$ cat config.mk
export PLATFORM = sky130hd
export DESIGN_NAME = fwd_sel_stage_flat
export DESIGN_NICKNAME = d
export VERILOG_FILES = /design/src/rtl/fwd_pkg.sv /design/src/rtl/fwd_sel_stage_if.sv /design/src/rtl/fwd_sel_pick.sv /design/src/rtl/fwd_sel_stage.sv /design/src/flat_wrapper.sv
export SDC_FILE = /design/constraint.sdc
export NUM_CORES = 1
export LEC_CHECK = 0
export CAP_MARGIN = 20
export CORE_ASPECT_RATIO = 0.7
export CORE_MARGIN = 3
export CORE_UTILIZATION = 33
export DETAILED_ROUTE_END_ITERATION = 8
export PLACE_DENSITY = 0.88
export SLEW_MARGIN = 20
export SYNTH_ARGS = -nofsm -noshare
export SYNTH_HDL_FRONTEND = slang
export SYNTH_SLANG_ARGS = --single-unit
export TNS_END_PERCENT = 1
$ cat constraint.sdc
create_clock -name clk -period 1.6 [get_ports clk]
set_input_delay 0.16 -clock clk [delete_from_list [all_inputs] [get_ports clk]]
set_output_delay 0.16 -clock clk [all_outputs]
set_load 0.03 [all_outputs]
$ cat src/rtl/fwd_pkg.sv
// Shared constants and helpers for the operand-select stage and its hazard-unit users.
package fwd_pkg;

   localparam logic MODE_EXPLICIT = 1'b0;
   localparam logic MODE_PRIORITY = 1'b1;

   localparam int DEFAULT_WIDTH = 32;
   localparam int DEFAULT_CNT_W = 8;

   // Bit offset of source idx inside a flattened {src[N-1], ..., src[0]} bus.
   function automatic int slice_off(input int idx, input int width);
      return idx * width;
   endfunction

endpackage

$ cat src/rtl/fwd_sel_stage_if.sv
// Operand-select bundle: ID-side request and hazard controls in, registered operand out.
interface fwd_sel_stage_if
   import fwd_pkg::*;
#(
   parameter int WIDTH = DEFAULT_WIDTH,
   parameter int N_SRC = 4,
   parameter int CNT_W = DEFAULT_CNT_W
);
   localparam int SEL_W = $clog2(N_SRC);

   logic                   in_valid;
   logic                   mode;
   logic [SEL_W-1:0]       sel;
   logic [N_SRC*WIDTH-1:0] src_data;
   logic [N_SRC-1:0]       src_hit;
   logic [N_SRC-1:0]       src_ready;
   logic                   stall_in;
   logic                   flush;
   logic                   stall_req;
   logic                   out_valid;
   logic [WIDTH-1:0]       out_data;
   logic [SEL_W-1:0]       out_src;
   logic [CNT_W-1:0]       stall_cnt;

   modport master (
      output in_valid, mode, sel, src_data, src_hit, src_ready, stall_in, flush,
      input  stall_req, out_valid, out_data, out_src, stall_cnt
   );

   modport slave (
      input  in_valid, mode, sel, src_data, src_hit, src_ready, stall_in, flush,
      output stall_req, out_valid, out_data, out_src, stall_cnt
   );

endinterface

$ cat src/rtl/fwd_sel_pick.sv
// Source-index chooser: explicit select or highest-index forwarding hit (source 0 always hits).
module fwd_sel_pick
   import fwd_pkg::*;
#(
   parameter int N_SRC = 4,
   parameter int SEL_W = $clog2(N_SRC)
) (
   input  logic             mode_i,
   input  logic [SEL_W-1:0] sel_i,
   input  logic [N_SRC-1:0] src_hit_i,
   output logic [SEL_W-1:0] idx_o
);

   always_comb begin
      idx_o = '0;
      if (mode_i == MODE_PRIORITY) begin
         // Ascending scan so the last (highest) hit wins; bit 0 is forced to count.
         for (int i = 0; i < N_SRC; i++) begin
            if (src_hit_i[i] || (i == 0)) idx_o = SEL_W'(i);
         end
      end else if (int'(sel_i) < N_SRC) begin
         idx_o = sel_i;
      end
   end

endmodule

$ cat src/rtl/fwd_sel_stage.sv
// ID/EX operand register fed by an N-way select, with load-use interlock and stall counter.
module fwd_sel_stage
   import fwd_pkg::*;
#(
   parameter int WIDTH = DEFAULT_WIDTH,
   parameter int N_SRC = 4,
   parameter int CNT_W = DEFAULT_CNT_W
) (
   input  logic            clk,
   input  logic            rst_n,
   fwd_sel_stage_if.slave  bus
);
   localparam int SEL_W = $clog2(N_SRC);

   logic [SEL_W-1:0] idx;
   logic [WIDTH-1:0] pick_data;
   logic             pick_ready;
   logic             stall_req;

   logic             valid_q, valid_d;
   logic [WIDTH-1:0] data_q, data_d;
   logic [SEL_W-1:0] src_q, src_d;
   logic [CNT_W-1:0] cnt_q, cnt_d;

   fwd_sel_pick #(.N_SRC(N_SRC), .SEL_W(SEL_W)) u_pick (
      .mode_i    (bus.mode),
      .sel_i     (bus.sel),
      .src_hit_i (bus.src_hit),
      .idx_o     (idx)
   );

   // One-hot style mux so unselected source bits (even X) never reach the outputs.
   always_comb begin
      pick_data  = '0;
      pick_ready = 1'b0;
      for (int i = 0; i < N_SRC; i++) begin
         if (idx == SEL_W'(i)) begin
            pick_data  = bus.src_data[slice_off(i, WIDTH) +: WIDTH];
            pick_ready = bus.src_ready[i];
         end
      end
   end

   assign stall_req = bus.in_valid & ~pick_ready & ~bus.flush;

   always_comb begin
      valid_d = valid_q;
      data_d  = data_q;
      src_d   = src_q;
      if (bus.flush) begin
         valid_d = 1'b0;
         data_d  = '0;
         src_d   = '0;
      end else if (bus.stall_in) begin
         valid_d = valid_q;
      end else if (stall_req) begin
         valid_d = 1'b0;
      end else begin
         valid_d = bus.in_valid;
         if (bus.in_valid) begin
            data_d = pick_data;
            src_d  = idx;
         end
      end
   end

   always_comb begin
      cnt_d = cnt_q;
      if (stall_req && !bus.stall_in && (cnt_q != '1)) cnt_d = cnt_q + 1'b1;
   end

   // ID -> EX register boundary
   always_ff @(posedge clk or negedge rst_n) begin
      if (!rst_n) begin
         valid_q <= 1'b0;
         data_q  <= '0;
         src_q   <= '0;
         cnt_q   <= '0;
      end else begin
         valid_q <= valid_d;
         data_q  <= data_d;
         src_q   <= src_d;
         cnt_q   <= cnt_d;
      end
   end

   assign bus.stall_req = stall_req;
   assign bus.out_valid = valid_q;
   assign bus.out_data  = data_q;
   assign bus.out_src   = src_q;
   assign bus.stall_cnt = cnt_q;

endmodule

$ cat src/flat_wrapper.sv
// flat-port wrapper written by rule: the top's interface ports become plain ports
module fwd_sel_stage_flat import fwd_pkg::*;
#(
   parameter int WIDTH = DEFAULT_WIDTH,
   parameter int N_SRC = 4,
   parameter int CNT_W = DEFAULT_CNT_W
)
  (clk, rst_n, bus_in_valid, bus_mode, bus_sel, bus_src_data, bus_src_hit, bus_src_ready, bus_stall_in, bus_flush, bus_stall_req, bus_out_valid, bus_out_data, bus_out_src, bus_stall_cnt);
  fwd_sel_stage_if #(.WIDTH(WIDTH), .N_SRC(N_SRC), .CNT_W(CNT_W)) bus_i ();
  input  logic clk;
  input  logic rst_n;
  input wire logic [$bits(bus_i.in_valid)-1:0] bus_in_valid;
  input wire logic [$bits(bus_i.mode)-1:0] bus_mode;
  input wire logic [$bits(bus_i.sel)-1:0] bus_sel;
  input wire logic [$bits(bus_i.src_data)-1:0] bus_src_data;
  input wire logic [$bits(bus_i.src_hit)-1:0] bus_src_hit;
  input wire logic [$bits(bus_i.src_ready)-1:0] bus_src_ready;
  input wire logic [$bits(bus_i.stall_in)-1:0] bus_stall_in;
  input wire logic [$bits(bus_i.flush)-1:0] bus_flush;
  output wire logic [$bits(bus_i.stall_req)-1:0] bus_stall_req;
  output wire logic [$bits(bus_i.out_valid)-1:0] bus_out_valid;
  output wire logic [$bits(bus_i.out_data)-1:0] bus_out_data;
  output wire logic [$bits(bus_i.out_src)-1:0] bus_out_src;
  output wire logic [$bits(bus_i.stall_cnt)-1:0] bus_stall_cnt;
  assign bus_i.in_valid = bus_in_valid;
  assign bus_i.mode = bus_mode;
  assign bus_i.sel = bus_sel;
  assign bus_i.src_data = bus_src_data;
  assign bus_i.src_hit = bus_src_hit;
  assign bus_i.src_ready = bus_src_ready;
  assign bus_i.stall_in = bus_stall_in;
  assign bus_i.flush = bus_flush;
  assign bus_stall_req = bus_i.stall_req;
  assign bus_out_valid = bus_i.out_valid;
  assign bus_out_data = bus_i.out_data;
  assign bus_out_src = bus_i.out_src;
  assign bus_stall_cnt = bus_i.stall_cnt;
  fwd_sel_stage #(.WIDTH(WIDTH), .N_SRC(N_SRC), .CNT_W(CNT_W)) u_core (.clk(clk), .rst_n(rst_n), .bus(bus_i));
endmodule
==> results.cfg, run 1 <==
[placed_design]
io_buffers = 186
place_inst = 633
dp_hpwl_um = 8580
place_congestion = 0.8724
dp_slack_ns = -0.6422

[worst_setup_path]
max_stage_delay_ns = 0.39
cp_max_fo = 6
path_cells = ha_2, nand2_2, o311a_1, o221ai_4, buf_6, nor4b_4, xor2_1
startpoint_type = flop
crit_buf_inv = 1
crit_required_ns = 1.81
setup.worst_path.class = reg2reg
slowest_stage = dfrtp_1
cp.arrival_ns = 1.91
crit_family = flip-flops
end_kind = flop

[min_path]
hp-class = in2async

[die]
die_x_um = 117.1
dieArea_sq_um = 9814
num_rows = 27
io_pins = 188
fp.coreArea_sq_um = 8142
initial_core_util_pct = 35.04
fp.dieH_um = 83.79

[routing]
routed_via_density = 5.216
drcViolationCount = 0
ant_nets = 0
drtIter0Drc = 242
wl_per_cell_um = 17.79
firstDrtPassIters = 4
wl_um = 11470
vias = 3364

[power_and_ir_drop]
p_leak_nw = 2.461
fin_total_pwr_mw = 3.851
ir_worst_vdd_uv = 700.0
power_density_nw_per_um2 = 712.4

[timing]
min_period_over_period_pct = 106.4
final.min_clock_period_ns = 1.702
maxSlewViolCount = 0
grt_setup_unrepaired = true
setup_ws_ns = -0.1018
clock.fmax_mhz = 587.6
setup_viol = 7
worst_pin_slew_ns = 0.4980
relSlewSlack_pct = 66.80
fin_skew_ns = 0.001192
finalSetupTns_ns = -0.2598
hold_viol = 0

[synth]
synthesis.area_sq_um = 2853
synth_nets = 464
synth_cell_types = 38
ys_warn_count = 0
ys_seq_elements = 43
synth_area_leaders = dfrtp_1, nand2_1, mux2i_1
yosysSeqAreaShare_pct = 37.72
synthCells = 319
netlist.area_leader.share_pct = 37.72
syn_avg_cell_area_sq_um = 8.943
synth_top_cell_by_area = dfrtp_1

[grt]
grt_max_degree = 34
grt_pass1_wl_um = 17750
grt_remaining_overflow = 0
antenna_found_initial = 0
grt_pass1_vias = 3585
grt_usage_pct = 22.53

[final_layout]
layout_common_cells = clkdlybuf4s50_1, nand2_1, dfrtp_1
finalNonFillerCells = 645
fin_util_pct = 66.39
fin_nets = 674
drive_above_1_share_pct = 14.37
antenna_cells = 0
syn_to_final_growth_pct = 89.47
final_common_cell = clkdlybuf4s50_1

[clocking]
cts_root_buffer = clkbuf_16
clk_latency_ns = 0.28
cts_made_buffers = 5
htree_num_levels = 2
cts_max_path_buffers = 2
cts_tree = yes
clock_sinks = 43
clk_pin_slew_worst_paths_ns = 0.06

[status]
outcome = finished, violations left
failed_checks = setup timing

[run]
drv_cap = 0
-- routing by layer --
layer / GRT usage [%] / share of wire [%]
met1: 28.14 / 41
met2: 37.95 / 49
met3: 6.232 / 9.7
met4: 6.042 / 1.2
met5: 0 / 0
-- cell usage after synthesis, drive strengths merged --
| cell type | number |
|---|---|
| nand2 | 101 |
| dfrtp | 43 |
| o22ai | 35 |
| mux2i | 33 |
| a311o | 32 |
| buf | 14 |
| clkbuf | 13 |
| xor2 | 6 |
| inv | 4 |
| nor2 | 4 |
| a21oi | 3 |
| nand2b | 3 |
| nand3 | 3 |
| nor2b | 3 |
| nor4 | 3 |
| o21ai | 3 |
| mux2 | 2 |
| nor4b | 2 |
| a22oi | 1 |
| a32oi | 1 |
| and2b | 1 |
| and3b | 1 |
| clkinv | 1 |
| ha | 1 |
| nand4 | 1 |
| nor3 | 1 |
| nor3b | 1 |
| o221ai | 1 |
| o311a | 1 |
| xnor2 | 1 |
-- layout make-up --
cell class	instances	area [sq um]
fillers	637	2736
repair buffers	230	2323
multi-input cells	244	1698
flip-flops and latches	43	1076
well taps	116	145.1
clock buffers	6	138.9
inverters	5	18.77
clock inverters	1	5.005
-- where the power goes --
part           internal, mW  switching (mW)
Sequential             1.18          0.0589
Clock                 0.610           0.404
Combinational         0.845           0.753
Total                  2.64            1.22
-- logic make-up (layout without fill, tap and decap cells) --
kind of cell / count (synthesis) / after routing / synth area share, %
adder cells (fa/ha/maj): 1 / 1 / 0.4385
XOR/XNOR: 7 / 7 / 2.149
buffers and inverters: 32 / 242 / 5.921
AO/OA/AOI/OAI: 77 / 77 / 22.89
multiplexers: 35 / 35 / 12.37
flip-flops: 43 / 43 / 37.72
AND/OR/NAND/NOR: 124 / 124 / 18.51
-- stage by stage --
step	hold slack, ns	instance area, sq um
floorplan	-0.1356	2859
global placement	0.1442	5136
detailed placement	0.1511	5136
CTS	0.3953	5364
global route	0.4153	5405
finish	0.3785	5405
-- what timing repair did --
| item | 4_1_cts | 5_1_grt |
|---|---|---|
| setup buffers | 4 | 0 |
| endpoints found under the setup margin | 46 | 23 |
| pin swaps | 7 | 4 |
| hold buffers | 1 | 0 |
| resized for setup | 28 | 11 |
| cloned | 0 | 0 |
| hold endpoints to repair | 19 | 0 |
-- worst paths after layout --
| kind | slack (ns) | startpoint | cells after the start | to |
|---|---|---|---|---|
| worst max-delay path | -0.10 | u_core.bus.stall_cnt[0]$_DFFE_PN0P_ | 7 | u_core.bus.stall_cnt[4]$_DFFE_PN0P_ |
| worst min-delay path | 0.38 | rst_n | 2 | u_core.bus.stall_cnt[3]$_DFFE_PN0P_ |
| worst max register to register | -0.10 | u_core.bus.stall_cnt[0]$_DFFE_PN0P_ | 7 | u_core.bus.stall_cnt[4]$_DFFE_PN0P_ |
| worst min register to register | 0.53 | u_core.bus.out_data[22]$_DFFE_PN0P_ | 2 | u_core.bus.out_data[22]$_DFFE_PN0P_ |
| max in group asynchronous | 0.72 | rst_n | 3 | u_core.bus.out_data[3]$_DFFE_PN0P_ |
| min in group clk | 0.53 | u_core.bus.out_data[22]$_DFFE_PN0P_ | 2 | u_core.bus.out_data[22]$_DFFE_PN0P_ |
-- registers in the layout, summed over array words and instances, names as in the netlist --
| register | count |
|---|---|
| u_core.bus.out_data | 32 |
| u_core.bus.out_valid | 1 |
| u_core.bus.out_src | 2 |
| u_core.bus.stall_cnt | 8 |
Power figures use the tool's default switching activity.
==> inputs of run 2 (changes only) <==
CAP_MARGIN = 25   (was 20)
PLACE_DENSITY = 0.85   (was 0.88)
==> results.cfg, run 2 (same netlist as run 1, synthesis figures left out) <==
[final_layout]
final_cell_area_sq_um = 5445
syn_to_final_growth_pct = 90.88
largest_reg_flops = 32
fillCellCount = 655
fin_nets = 672
layout_common_cells = clkdlybuf4s50_1, nand2_1, dfrtp_1
drive_above_1_share_pct = 15.53
fin_util_pct = 66.88
final_common_cell = clkdlybuf4s50_1
antenna_cells = 0

[run]
drv_cap = 0

[timing]
setup_viol = 5
final.min_clock_period_ns = 1.630
maxSlewViolCount = 0
relSlewSlack_pct = 66.71
clock.fmax_mhz = 613.3
hold_viol = 0
finalSetupTns_ns = -0.05855
fin_skew_ns = 0.003026
grt_setup_unrepaired = true
worst_pin_slew_ns = 0.4993
setup_ws_ns = -0.03049
min_period_over_period_pct = 101.9

[die]
initial_core_util_pct = 35.04
dieArea_sq_um = 9814
io_pins = 188
fp.coreArea_sq_um = 8142
num_rows = 27
fp.dieH_um = 83.79
die_x_um = 117.1

[placed_design]
place_congestion = 0.8941
placed_cell_area_sq_um = 5064
dp_slack_ns = -0.5873
dp_hpwl_um = 8598
io_buffers = 186

[routing]
ant_nets = 0
highest_layer = met4
vias = 3501
drcViolationCount = 0
drtIter0Drc = 288
wl_per_cell_um = 18.27
routed_via_density = 5.436
wl_um = 11760
firstDrtPassIters = 5
met2WireLength_um = 5536
dr_wl_met3_um = 1143
wl_met1_um = 4994

[clocking]
cts_max_path_buffers = 2
clk_latency_ns = 0.28
cts_tree = yes
clk_pin_slew_worst_paths_ns = 0.06
cts_root_buffer = clkbuf_16
cts_made_buffers = 5
htree_num_levels = 2
clock_sinks = 43

[worst_setup_path]
crit_buf_inv = 3
setup.worst_path.class = in2out
cp_max_fo = 7
slowest_stage = clkdlybuf4s50_1
path_cells = clkdlybuf4s50_1, o21ai_2, a22oi_4, buf_12, nor4b_4, buf_6
worstReg2RegEnd = u_core.bus.stall_cnt[2]$_DFFE_PN0P_
crit_family = buffers and inverters
crit_required_ns = 1.44
crit_path_end = bus_stall_req
timing.critical_path.from = bus_src_ready[0]
max_stage_delay_ns = 0.46
reg2reg_setup_slack_ns = -0.02
rr_worst_depth = 6
cp.arrival_ns = 1.47
r2r_start = u_core.bus.stall_cnt[6]$_DFFE_PN0P_
end_kind = output port
startpoint_type = primary input
cp.depth = 6

[grt]
grt_remaining_overflow = 0
grt_max_degree = 35
antenna_found_initial = 0
grt_pass1_vias = 3603
grt_usage_pct = 22.74
grt_pass1_wl_um = 17840

[power_and_ir_drop]
p_leak_nw = 2.458
ir_worst_vdd_uv = 705.6
fin_total_pwr_mw = 4.158
power_density_nw_per_um2 = 763.5

[status]
outcome = finished, violations left
failed_checks = setup timing

[min_path]
hp-class = in2async
## run 2: cell count changes in the layout (fill, tap and decap cells not counted), sizes merged
cell / previous run / this run
clkdlybuf4s15: 4 / 1
clkinv: 2 / 1
buf: 46 / 44
clkdlybuf4s50: 172 / 173
clkbuf: 6 / 9
dlymetal6s2s: 4 / 3
bufinv: 0 / 2
## run 2: what timing repair did
item	in CTS	in global routing
pin swaps	4	5
hold endpoints to repair	18	0
cloned	0	0
hold buffers	1	0
setup buffers	5	0
gates resized for setup	28	24
setup endpoints to repair	46	43
## run 2: power breakdown
group / internal (mW) / leakage [nW] / switching, mW
clock network: 0.896 / 0.0911 / 0.423
logic: 0.838 / 1.78 / 0.768
registers: 1.18 / 0.582 / 0.0523
total: 2.91 / 2.46 / 1.24
## run 2: worst reg2reg max path, stage by stage, from the launching register on
cell      delay [ns]
dfrtp_1         0.38
nand4_1         0.20
o311a_1         0.41
o221ai_2        0.09
buf_6           0.19
nor3b_1         0.08
xor2_1          0.14
## run 2: metal layers
metal  GRT usage (%)  vias up
li1                -     1587
met1           28.98     1696
met2           38.87      208
met3           6.159       10
met4           3.750        0
met5               0        -
## run 2: worst min path at each step
stage / start / endpoint / cells past startpoint / slack, ns
2_1_floorplan: rst_n / u_core.bus.out_data[0]$_DFFE_PN0P_ / 0 / -0.14
3_3_place_gp: rst_n / u_core.bus.stall_cnt[0]$_DFFE_PN0P_ / 1 / 0.14
3_5_place_dp: rst_n / u_core.bus.stall_cnt[0]$_DFFE_PN0P_ / 1 / 0.15
4_1_cts: rst_n / u_core.bus.out_data[30]$_DFFE_PN0P_ / 2 / 0.38
5_1_grt: rst_n / u_core.bus.out_data[30]$_DFFE_PN0P_ / 2 / 0.42
6_report: rst_n / u_core.bus.out_src[1]$_DFFE_PN0P_ / 2 / 0.39
## run 2: final cells by class
cell class	instances	area (sq um)	share of cell area [%]
inverter	5	18.77	0.3447
clock inverter	2	60.06	1.103
clock buffer	6	128.9	2.367
multi-input combinational	244	1772	32.54
timing repair buffer	228	2245	41.22
tap	116	145.1	2.665
sequential	43	1076	19.76
## run 2: through the flow
stage	hold slack, ns	cells
2_1_floorplan	-0.1356	319
3_3_place_gp	0.1402	630
3_5_place_dp	0.1460	630
4_1_cts	0.3807	644
5_1_grt	0.4190	644
6_report	0.3857	644
